**src/rtl/rx_gain_pkg.sv**
```systemverilog
// Shared definitions for the 3-wire gain/attenuator serial link (TX and RX sides).
package rx_gain_pkg;

  localparam int unsigned GAIN_WORD_BITS  = 16;
  localparam int unsigned GAIN_ADDR_BITS  = 3;
  localparam int unsigned GAIN_VALUE_BITS = 8;

  localparam int unsigned GAIN_VALUE_LSB = 0;
  localparam int unsigned GAIN_VALUE_MSB = 7;
  localparam int unsigned GAIN_ADDR_LSB  = 8;
  localparam int unsigned GAIN_ADDR_MSB  = 10;
  localparam int unsigned GAIN_PAD_LSB   = 11;
  localparam int unsigned GAIN_PAD_MSB   = 15;
  localparam int unsigned GAIN_CODE_LSB  = 1;
  localparam int unsigned GAIN_CODE_MSB  = 6;

  typedef struct packed {
    logic [4:0]                 pad;
    logic [GAIN_ADDR_BITS-1:0]  addr;
    logic [GAIN_VALUE_BITS-1:0] value;
  } rx_gain_word_t;

  typedef enum logic [1:0] {
    ST_IDLE,
    ST_SHIFT,
    ST_COMMIT,
    ST_WAIT_LE
  } rx_gain_state_t;

  // A word is legal when the pad is zero and the value carries a clean 6-bit code.
  function automatic logic gain_word_legal(input rx_gain_word_t w);
    return (w.pad == '0) && !w.value[GAIN_VALUE_MSB] && !w.value[GAIN_VALUE_LSB];
  endfunction

endpackage

```
**src/rtl/rx_gain_sync_edge.sv**
```systemverilog
// Multi-flop synchroniser with registered rise/fall pulses for one async input.
// level_o is the synchronised level delayed to line up with the pulses.
module rx_gain_sync_edge #(
  parameter int unsigned SYNC_STAGES = 2
) (
  input  logic clk,
  input  logic rst_n,
  input  logic async_i,
  output logic level_o,
  output logic rise_o,
  output logic fall_o
);

  logic [SYNC_STAGES-1:0] sync_q;
  logic                   prev_q;

  // Synchroniser chain, delayed copy and registered edge pulses.
  always_ff @(posedge clk or negedge rst_n) begin
    if (!rst_n) begin
      sync_q <= '0;
      prev_q <= 1'b0;
      rise_o <= 1'b0;
      fall_o <= 1'b0;
    end else begin
      sync_q <= {sync_q[SYNC_STAGES-2:0], async_i};
      prev_q <= sync_q[SYNC_STAGES-1];
      rise_o <= sync_q[SYNC_STAGES-1] & ~prev_q;
      fall_o <= ~sync_q[SYNC_STAGES-1] & prev_q;
    end
  end

  assign level_o = prev_q;

endmodule

```
**src/rtl/rx_gain_serial_rx.sv**
```systemverilog
// Receive end of the 3-wire gain serial link: LSB-first 16-bit capture on
// serial-clock rises, commit on LE rise, 8-entry bank of last-written values.
module rx_gain_serial_rx
  import rx_gain_pkg::*;
#(
  parameter int unsigned SYNC_STAGES  = 2,
  parameter int unsigned IDLE_TIMEOUT = 4096
) (
  input  logic        clk,
  input  logic        rst_n,
  input  logic        gain_si_i,
  input  logic        gain_clk_i,
  input  logic        gain_le_i,
  input  logic [2:0]  bank_rd_addr_i,
  output logic [15:0] word_o,
  output logic [2:0]  addr_o,
  output logic [7:0]  value_o,
  output logic [5:0]  gain_o,
  output logic        word_valid_o,
  output logic        frame_err_o,
  output logic [7:0]  bank_rd_data_o
);

  localparam int unsigned        TO_W    = $clog2(IDLE_TIMEOUT + 1);
  localparam logic [TO_W-1:0]    TO_LAST = TO_W'(IDLE_TIMEOUT - 1);
  localparam logic [4:0]         CNT_SAT = 5'd17;
  localparam logic [4:0]         CNT_FULL = 5'(GAIN_WORD_BITS);

  logic si_lvl, si_rise_unused, si_fall_unused;
  logic clk_lvl_unused, clk_rise, clk_fall_unused;
  logic le_lvl, le_rise, le_fall;

  rx_gain_sync_edge #(.SYNC_STAGES(SYNC_STAGES)) u_sync_si (
    .clk(clk), .rst_n(rst_n), .async_i(gain_si_i),
    .level_o(si_lvl), .rise_o(si_rise_unused), .fall_o(si_fall_unused)
  );

  rx_gain_sync_edge #(.SYNC_STAGES(SYNC_STAGES)) u_sync_clk (
    .clk(clk), .rst_n(rst_n), .async_i(gain_clk_i),
    .level_o(clk_lvl_unused), .rise_o(clk_rise), .fall_o(clk_fall_unused)
  );

  rx_gain_sync_edge #(.SYNC_STAGES(SYNC_STAGES)) u_sync_le (
    .clk(clk), .rst_n(rst_n), .async_i(gain_le_i),
    .level_o(le_lvl), .rise_o(le_rise), .fall_o(le_fall)
  );

  rx_gain_state_t     state_q, state_n;
  logic [15:0]        shift_q;
  logic [4:0]         bit_cnt_q;
  logic [TO_W-1:0]    idle_cnt_q;
  logic [15:0]        word_q;
  logic [7:0]         bank_q [8];
  rx_gain_word_t      shift_w;

  logic do_shift, do_clear, commit_ok, commit_err, frame_ok;

  assign shift_w  = rx_gain_word_t'(shift_q);
  assign frame_ok = (bit_cnt_q == CNT_FULL) && gain_word_legal(shift_w);

  // FSM state register.
  always_ff @(posedge clk or negedge rst_n) begin
    if (!rst_n) state_q <= ST_IDLE;
    else        state_q <= state_n;
  end

  // Next state and datapath controls. A shift and an LE rise in the same
  // cycle both take effect, so COMMIT sees the updated bit count.
  always_comb begin
    state_n    = state_q;
    do_shift   = 1'b0;
    do_clear   = 1'b0;
    commit_ok  = 1'b0;
    commit_err = 1'b0;
    unique case (state_q)
      ST_IDLE: begin
        if (clk_rise) begin
          do_shift = 1'b1;
          state_n  = ST_SHIFT;
        end
        if (le_rise) state_n = ST_COMMIT;
      end
      ST_SHIFT: begin
        if (clk_rise) do_shift = 1'b1;
        if (le_rise) begin
          state_n = ST_COMMIT;
        end else if (!clk_rise && idle_cnt_q == TO_LAST) begin
          state_n  = ST_IDLE;
          do_clear = 1'b1;
        end
      end
      ST_COMMIT: begin
        commit_ok  = frame_ok;
        commit_err = !frame_ok;
        state_n    = ST_WAIT_LE;
      end
      ST_WAIT_LE: begin
        if (le_fall || !le_lvl) begin
          state_n  = ST_IDLE;
          do_clear = 1'b1;
        end
      end
      default: state_n = ST_IDLE;
    endcase
  end

  // Shift register, saturating bit counter and serial-clock idle timer.
  always_ff @(posedge clk or negedge rst_n) begin
    if (!rst_n) begin
      shift_q    <= '0;
      bit_cnt_q  <= '0;
      idle_cnt_q <= '0;
    end else begin
      if (do_clear) begin
        shift_q   <= '0;
        bit_cnt_q <= '0;
      end else if (do_shift) begin
        shift_q <= {si_lvl, shift_q[15:1]};
        if (bit_cnt_q != CNT_SAT) bit_cnt_q <= bit_cnt_q + 5'd1;
      end
      if (state_q == ST_SHIFT && !clk_rise && !do_clear) idle_cnt_q <= idle_cnt_q + 1'b1;
      else                                               idle_cnt_q <= '0;
    end
  end

  // Commit results: output word, bank write and status pulses.
  always_ff @(posedge clk or negedge rst_n) begin
    if (!rst_n) begin
      word_q       <= '0;
      word_valid_o <= 1'b0;
      frame_err_o  <= 1'b0;
      for (int unsigned i = 0; i < 8; i++) bank_q[i] <= '0;
    end else begin
      word_valid_o <= commit_ok;
      frame_err_o  <= commit_err;
      if (commit_ok) begin
        word_q               <= shift_q;
        bank_q[shift_w.addr] <= shift_w.value;
      end
    end
  end

  assign word_o         = word_q;
  assign addr_o         = word_q[GAIN_ADDR_MSB:GAIN_ADDR_LSB];
  assign value_o        = word_q[GAIN_VALUE_MSB:GAIN_VALUE_LSB];
  assign gain_o         = word_q[GAIN_CODE_MSB:GAIN_CODE_LSB];
  assign bank_rd_data_o = bank_q[bank_rd_addr_i];

endmodule

```
**config.mk**
```make
export PLATFORM = sky130hd
export DESIGN_NAME = rx_gain_serial_rx
export DESIGN_NICKNAME = d
export VERILOG_FILES = /design/src/rtl/rx_gain_pkg.sv /design/src/rtl/rx_gain_sync_edge.sv /design/src/rtl/rx_gain_serial_rx.sv
export SDC_FILE = /design/constraint.sdc
export NUM_CORES = 1
export LEC_CHECK = 0
export ABC_AREA = 1
export CORE_MARGIN = 5
export CORE_UTILIZATION = 55
export DETAILED_ROUTE_END_ITERATION = 10
export DONT_BUFFER_PORTS = 1
export PLACE_DENSITY_LB_ADDON = 0.2
export SLEW_MARGIN = 20
export SYNTH_ARGS = -nofsm -noshare
export SYNTH_HDL_FRONTEND = slang
export SYNTH_SLANG_ARGS = --single-unit
```
**constraint.sdc**
```tcl
create_clock -name clk -period 4.5 [get_ports clk]
set_input_delay 1.35 -clock clk [delete_from_list [all_inputs] [get_ports clk]]
set_output_delay 1.35 -clock clk [all_outputs]
set_load 0.02 [all_outputs]
```
==> results of run 1 <==
[how the worst max path moves through the flow]
stage / slack (ps) / from / cells after the start / endpoint
floorplan: 1010 / bank_rd_addr_i[0] / 6 / bank_rd_data_o[5]
global placement: 750 / bank_rd_addr_i[0] / 5 / bank_rd_data_o[7]
detailed placement: 660 / bank_rd_addr_i[0] / 5 / bank_rd_data_o[0]
CTS: 650 / bank_rd_addr_i[0] / 5 / bank_rd_data_o[0]
global route: 450 / bank_rd_addr_i[0] / 5 / bank_rd_data_o[0]
finish: 630 / bank_rd_addr_i[0] / 5 / bank_rd_data_o[0]
[state kept, by name (all words and copies together), names as in the netlist, 2 cells and up]
signal             flops
bank_q                64
bit_cnt_q              5
idle_cnt_q            13
shift_q               16
state_q                2
u_sync_clk.sync_q      2
u_sync_le.sync_q       2
u_sync_si.sync_q       2
word_o                16
[stage by stage]
stage | setup WS, ps | instances | util, % | instance area [um2]
finish | 626.7 | 851 | 59.89 | 6492
global route | 447.1 | 851 | 59.89 | 6492
CTS | 652.4 | 851 | 59.89 | 6492
detailed placement | 659.9 | 821 | 54.81 | 5942
global placement | 751.1 | 821 | 54.81 | 5942
floorplan | 1008 | 732 | - | 6057
[area by class of cell]
class | instances | area share (%)
Inverter | 90 | 5.203
Timing Repair Buffer | 5 | 0.5781
Sequential cell | 130 | 50.11
Tap cell | 140 | 2.698
Multi-Input combinational cell | 456 | 32.94
Clock inverter | 6 | 1.233
Clock buffer | 24 | 7.246
[power by group]
group / internal, mW / switching, mW
clock: 0.821 / 0.455
combinational: 0.0925 / 0.212
sequential: 1.23 / 0.0565
total: 2.14 / 0.723
[metal layers]
metal	share of wire, %	track usage, %	up-vias
li1	-	-	2252
met1	44	28.47	2174
met2	46	30.56	142
met3	6.9	5.895	31
met4	2.7	9.546	0
met5	0	0	-
[worst max-delay path, cell delays in order]
cell and delay (ps):
inv_1 540, a21oi_1 170, o21ai_0 120, nand2_1 90
o21a_1 250
[logic make-up (layout without fill, tap and decap cells)]
| group | Yosys count | after routing | synth area share [%] |
|---|---|---|---|
| XOR/XNOR | 11 | 11 | 1.591 |
| AO/OA/AOI/OAI | 90 | 90 | 7.994 |
| adder cells (fa/ha/maj) | 4 | 4 | 0.8263 |
| AND/OR/NAND/NOR | 351 | 351 | 24.89 |
| buffers and inverters | 146 | 125 | 10.99 |
| flip-flops | 130 | 130 | 53.71 |
[Yosys cell counts]
master / n / share of area [%]
ha_1: 4 / 0.83
nand2_1: 178 / 11
xnor2_1: 2 / 0.29
o31ai_1: 1 / 0.12
or2_2: 1 / 0.10
clkbuf_1: 21 / 1.3
buf_2: 7 / 0.58
nand4_1: 50 / 5.2
nor2_1: 97 / 6.0
o22ai_1: 12 / 1.2
a211oi_1: 1 / 0.12
o21a_1: 2 / 0.25
buf_4: 18 / 2.2
nand3_2: 5 / 0.83
dfrtp_1: 130 / 54
nor2_4: 1 / 0.19
o21ai_0: 51 / 4.2
xor2_1: 9 / 1.3
inv_2: 4 / 0.25
a31oi_1: 1 / 0.10
o21ai_1: 8 / 0.66
o211ai_1: 2 / 0.25
inv_1: 86 / 5.3
a21oi_1: 11 / 0.91
buf_6: 4 / 0.74
nand3_1: 15 / 1.2
nor3_1: 4 / 0.33
buf_1: 5 / 0.31
buf_8: 1 / 0.25
a22oi_1: 1 / 0.12
==> results.toml, run 1 <==
[clocking]
cts.path.max_buffers = 2
path_clk_slew_ps = 50
cts_setup_buffers = 0
cts_root_buf = "clkbuf_8"
htreeDepth = 4
cts_tree = "yes"
numCtsBuffers = 17
cts.sink_count = 130
postCtsResizedCells = 0
holdBufCountCts = 0
clkLatencyLatePin_ps = 520

[timing]
fmaxAchievable_mhz = 258.2
rsz0062_at_grt = "false"
skew_ps = 8.150
fin_crit_ps = 3873
setup_viol = 0
hold_viol = 0
fin_crit_sh_pct = 86.07
fin_setup_tns_ps = 0
worst_pin_slew_ps = 922.8
relSlewSlack_pct = 38.25
hold_ws_ps = 347.7
slew_violations = 0

[grt]
grt_use_total_pct = 20.70
grt_pass1_vias = 4226
antenna_found_initial = 0
grt_max_degree = 131
grt_overflow = 0
grt_pass1_wl_um = 21310

[logic_synthesis]
syn_area_um2 = 6057
synth_area_per_cell_um2 = 8.275
ys_types = 30
synth_warnings = 0
yosys_register_bits = 130
synth_seq_area_share_pct = 53.71
syn_inst = 732
syn_nets = 744

[drt]
via_per_inst = 5.404
drt-total-wl_um = 12550
drt-wirelength-per-cell_um = 14.75
vias = 4599
drt_iter0_markers = 357
post-route-drc-count = 0
firstDrtPassIters = 5
final_antenna_net_count = 0

[layout]
nets = 712
drive_above_1_share_pct = 5.907
fill_cells = 955
mostFrequentLayoutCells = "178 x nand2_1, 130 x dfrtp_1, 97 x nor2_1"
final_common_cell = "nand2_1"
syn_to_final_growth_pct = 7.189
antenna_cells = 0
regArea_um2 = 3253
multi_input_area_um2 = 2138

[floorplanning]
dieArea_um2 = 13210
die_h_um = 114.9
die_x_um = 114.9
rows = 38
core-area_um2 = 10840
ios = 51
start_util_pct = 55.87

[setup_path]
worstReg2RegStart = "bit_cnt_q[0]$_DFFE_PN0P_"
reg2regPathDepth = 9
required_ps = 3150
cp_max_fo = 33
worstSetupStartpointType = "input pin"
cp-end-kind = "output port"
r2r_slack_ps = 1910
timing.rr.end = "word_o[1]$_DFFE_PN0P_"
critPathKind = "input pin to output port"
worstPathArrival_ps = 2520

[power_and_ir_drop]
power.total_mw = 2.865
power.density_nw_per_um2 = 441.3
power.leakage_nw = 3.286
ir_worst_vdd_uv = 307.6

[placement]
dp_hpwl_um = 8302
place_congestion = 0.9099
portBuffers = 0

[worst_hold_path]
hp-class = "flip-flop to flip-flop"
min_to = "u_sync_si.sync_q[1]$_DFF_PN0_"
min_delay_path_depth = 0
hold_start = "u_sync_si.sync_q[0]$_DFF_PN0_"

[flow_run]
drv_cap = 0

[run_status]
status = "completed"
(Power assumes the default switching activity.)
==> run 2: changes to the inputs <==
ABC_AREA = unset   (was 1)
CORE_MARGIN = unset   (was 5)
==> results.toml, run 2 <==
[clocking]
postCtsResizedCells = 0
htreeDepth = 4
path_clk_slew_ps = 50
numCtsBuffers = 17
cts_setup_buffers = 0
cts_root_buf = "clkbuf_8"
clkLatencyLatePin_ps = 520
cts_tree = "yes"
cts.sink_count = 130
holdBufCountCts = 0
cts.path.max_buffers = 2

[setup_path]
worstPathArrival_ps = 2170
required_ps = 3150
max_stage_delay_ps = 480
reg2regPathDepth = 6
crit_family = "multiplexers"
worstReg2RegStart = "bit_cnt_q[0]$_DFFE_PN0P_"
cp_max_fo = 16
critPathKind = "input pin to output port"
crit_chain = "mux4_2, mux2_2"
cp-end-kind = "output port"
path_buf_inv = 0
r2r_slack_ps = 1890
timing.rr.end = "bank_q[60]$_DFFE_PN0P_"
worstSetupStartpointType = "input pin"
cp-startpoint = "bank_rd_addr_i[0]"
cp_slowest_cell = "mux4_2"

[grt]
grt_use_total_pct = 21.01
grt_pass1_wl_um = 17170
grt_pass1_vias = 3255
grt_overflow = 0
antenna_found_initial = 0
grt_max_degree = 131

[layout]
stdcell_count = 555
fill_cells = 793
largest_register = "bank_q"
largest_reg_flops = 64
final_core_util_pct = 60.09
nets = 418
antenna_cells = 0
mostFrequentLayoutCells = "130 x dfrtp_1, 64 x mux2_2, 38 x nand2_1"
syn_to_final_growth_pct = 6.678
drive_above_1_share_pct = 30.55
final_common_cell = "dfrtp_1"

[floorplanning]
dieArea_um2 = 10940
start_util_pct = 56.33
die_h_um = 104.6
ios = 51
rows = 37
die_x_um = 104.6
core-area_um2 = 10280

[logic_synthesis]
async_flop_share_pct = 100.0
yosys-top-cells-area = "dfrtp_1 56%, mux2_2 12%, mux4_2 6.2%"
synth_top_area_share_pct = 56.19
synth_common_cells = "130 x dfrtp_1, 64 x mux2_2, 38 x nand2_1"
synth_seq_area_share_pct = 56.19
yosys_register_bits = 130
synth_edf_count = 0
synth_warnings = 0
synthFlopType = "dfrtp_1"
syn_nets = 441
synth_area_per_cell_um2 = 13.49
ys_types = 44
syn_inst = 429
syn_area_um2 = 5789
synthMostInstantiatedCell = "dfrtp_1"
synth_area_leader_cell = "dfrtp_1"

[power_and_ir_drop]
power.total_mw = 2.678
ir_worst_vdd_uv = 313.0
power.density_nw_per_um2 = 433.7
power.leakage_nw = 2.907

[drt]
drt_iter0_markers = 144
drt-total-wl_um = 9946
final_antenna_net_count = 0
vias = 3116
post-route-drc-count = 0
via_per_inst = 5.614
drt-wirelength-per-cell_um = 17.92
firstDrtPassIters = 4

[worst_hold_path]
min_delay_path_depth = 0
hp-class = "flip-flop to flip-flop"
hold_start = "u_sync_si.sync_q[0]$_DFF_PN0_"
min_to = "u_sync_si.sync_q[1]$_DFF_PN0_"

[timing]
setup_viol = 0
fin_setup_tns_ps = 0
hold_viol = 0
worst_pin_slew_ps = 884.9
fin_crit_ps = 3525
fmaxAchievable_mhz = 283.7
slew_violations = 0
relSlewSlack_pct = 40.56
fin_crit_sh_pct = 78.33
rsz0062_at_grt = "false"
skew_ps = 7.362
hold_ws_ps = 350.5

[placement]
place_inst = 523
dp_hpwl_um = 6116
portBuffers = 0
place_congestion = 0.7518

[flow_run]
drv_cap = 0

[run_status]
status = "completed"
run 2: cell families (layout without fill, tap and decap cells):
| family | count (synthesis) | in the layout | share of synthesized area (%) |
|---|---|---|---|
| muxes | 81 | 81 | 18.87 |
| adders and majority gates | 4 | 4 | 0.8645 |
| DFF | 130 | 130 | 56.19 |
| AOI/OAI and AO/OA | 25 | 25 | 2.378 |
| xor gates and xnor gates | 14 | 14 | 2.118 |
| and+or+nand+nor | 128 | 128 | 13.68 |
| buffers and inverters | 47 | 37 | 5.900 |
run 2: worst max path at each step:
| stage | end | slack [ps] | cells past startpoint |
|---|---|---|---|
| floorplan | bank_rd_data_o[1] | 440 | 4 |
| finish | bank_rd_data_o[6] | 980 | 2 |
| detailed placement | bank_rd_data_o[2] | 980 | 2 |
| global route | bank_rd_data_o[6] | 960 | 2 |
| global placement | bank_rd_data_o[1] | 990 | 2 |
| CTS | bank_rd_data_o[6] | 980 | 2 |
run 2: cell type report:
type	instances	area [um2]	area share, %
Inverter	4	15.01	0.2431
Clock inverter	4	22.52	0.3647
Timing Repair Buffer	1	7.507	0.1216
Tap cell	136	170.2	2.755
Clock buffer	28	505.5	8.185
Sequential cell	130	3253	52.67
Multi-Input combinational cell	252	2202	35.66
run 2: where the power goes:
| group | switching (mW) | internal (mW) |
|---|---|---|
| Clock | 0.462 | 0.747 |
| Sequential | 0.0510 | 1.21 |
| Combinational | 0.123 | 0.0815 |
run 2: routing by layer:
layer	GRT usage [%]	share of wire, %	up-vias	wire length (um)
li1	-	-	1422	-
met1	28.36	46	1606	4587
met2	31.93	48	67	4813
met3	5.926	3.5	21	350
met4	9.155	2.0	0	195
met5	0	0	-	0
run 2: per-stage QoR:
stage,instance area [um2],setup WS (ps)
final,6176,975.4
after global routing,6176,960.4
after CTS,6173,978.1
after detailed placement,5645,975.5
after global placement,5645,988.7
after floorplan,5789,435.1
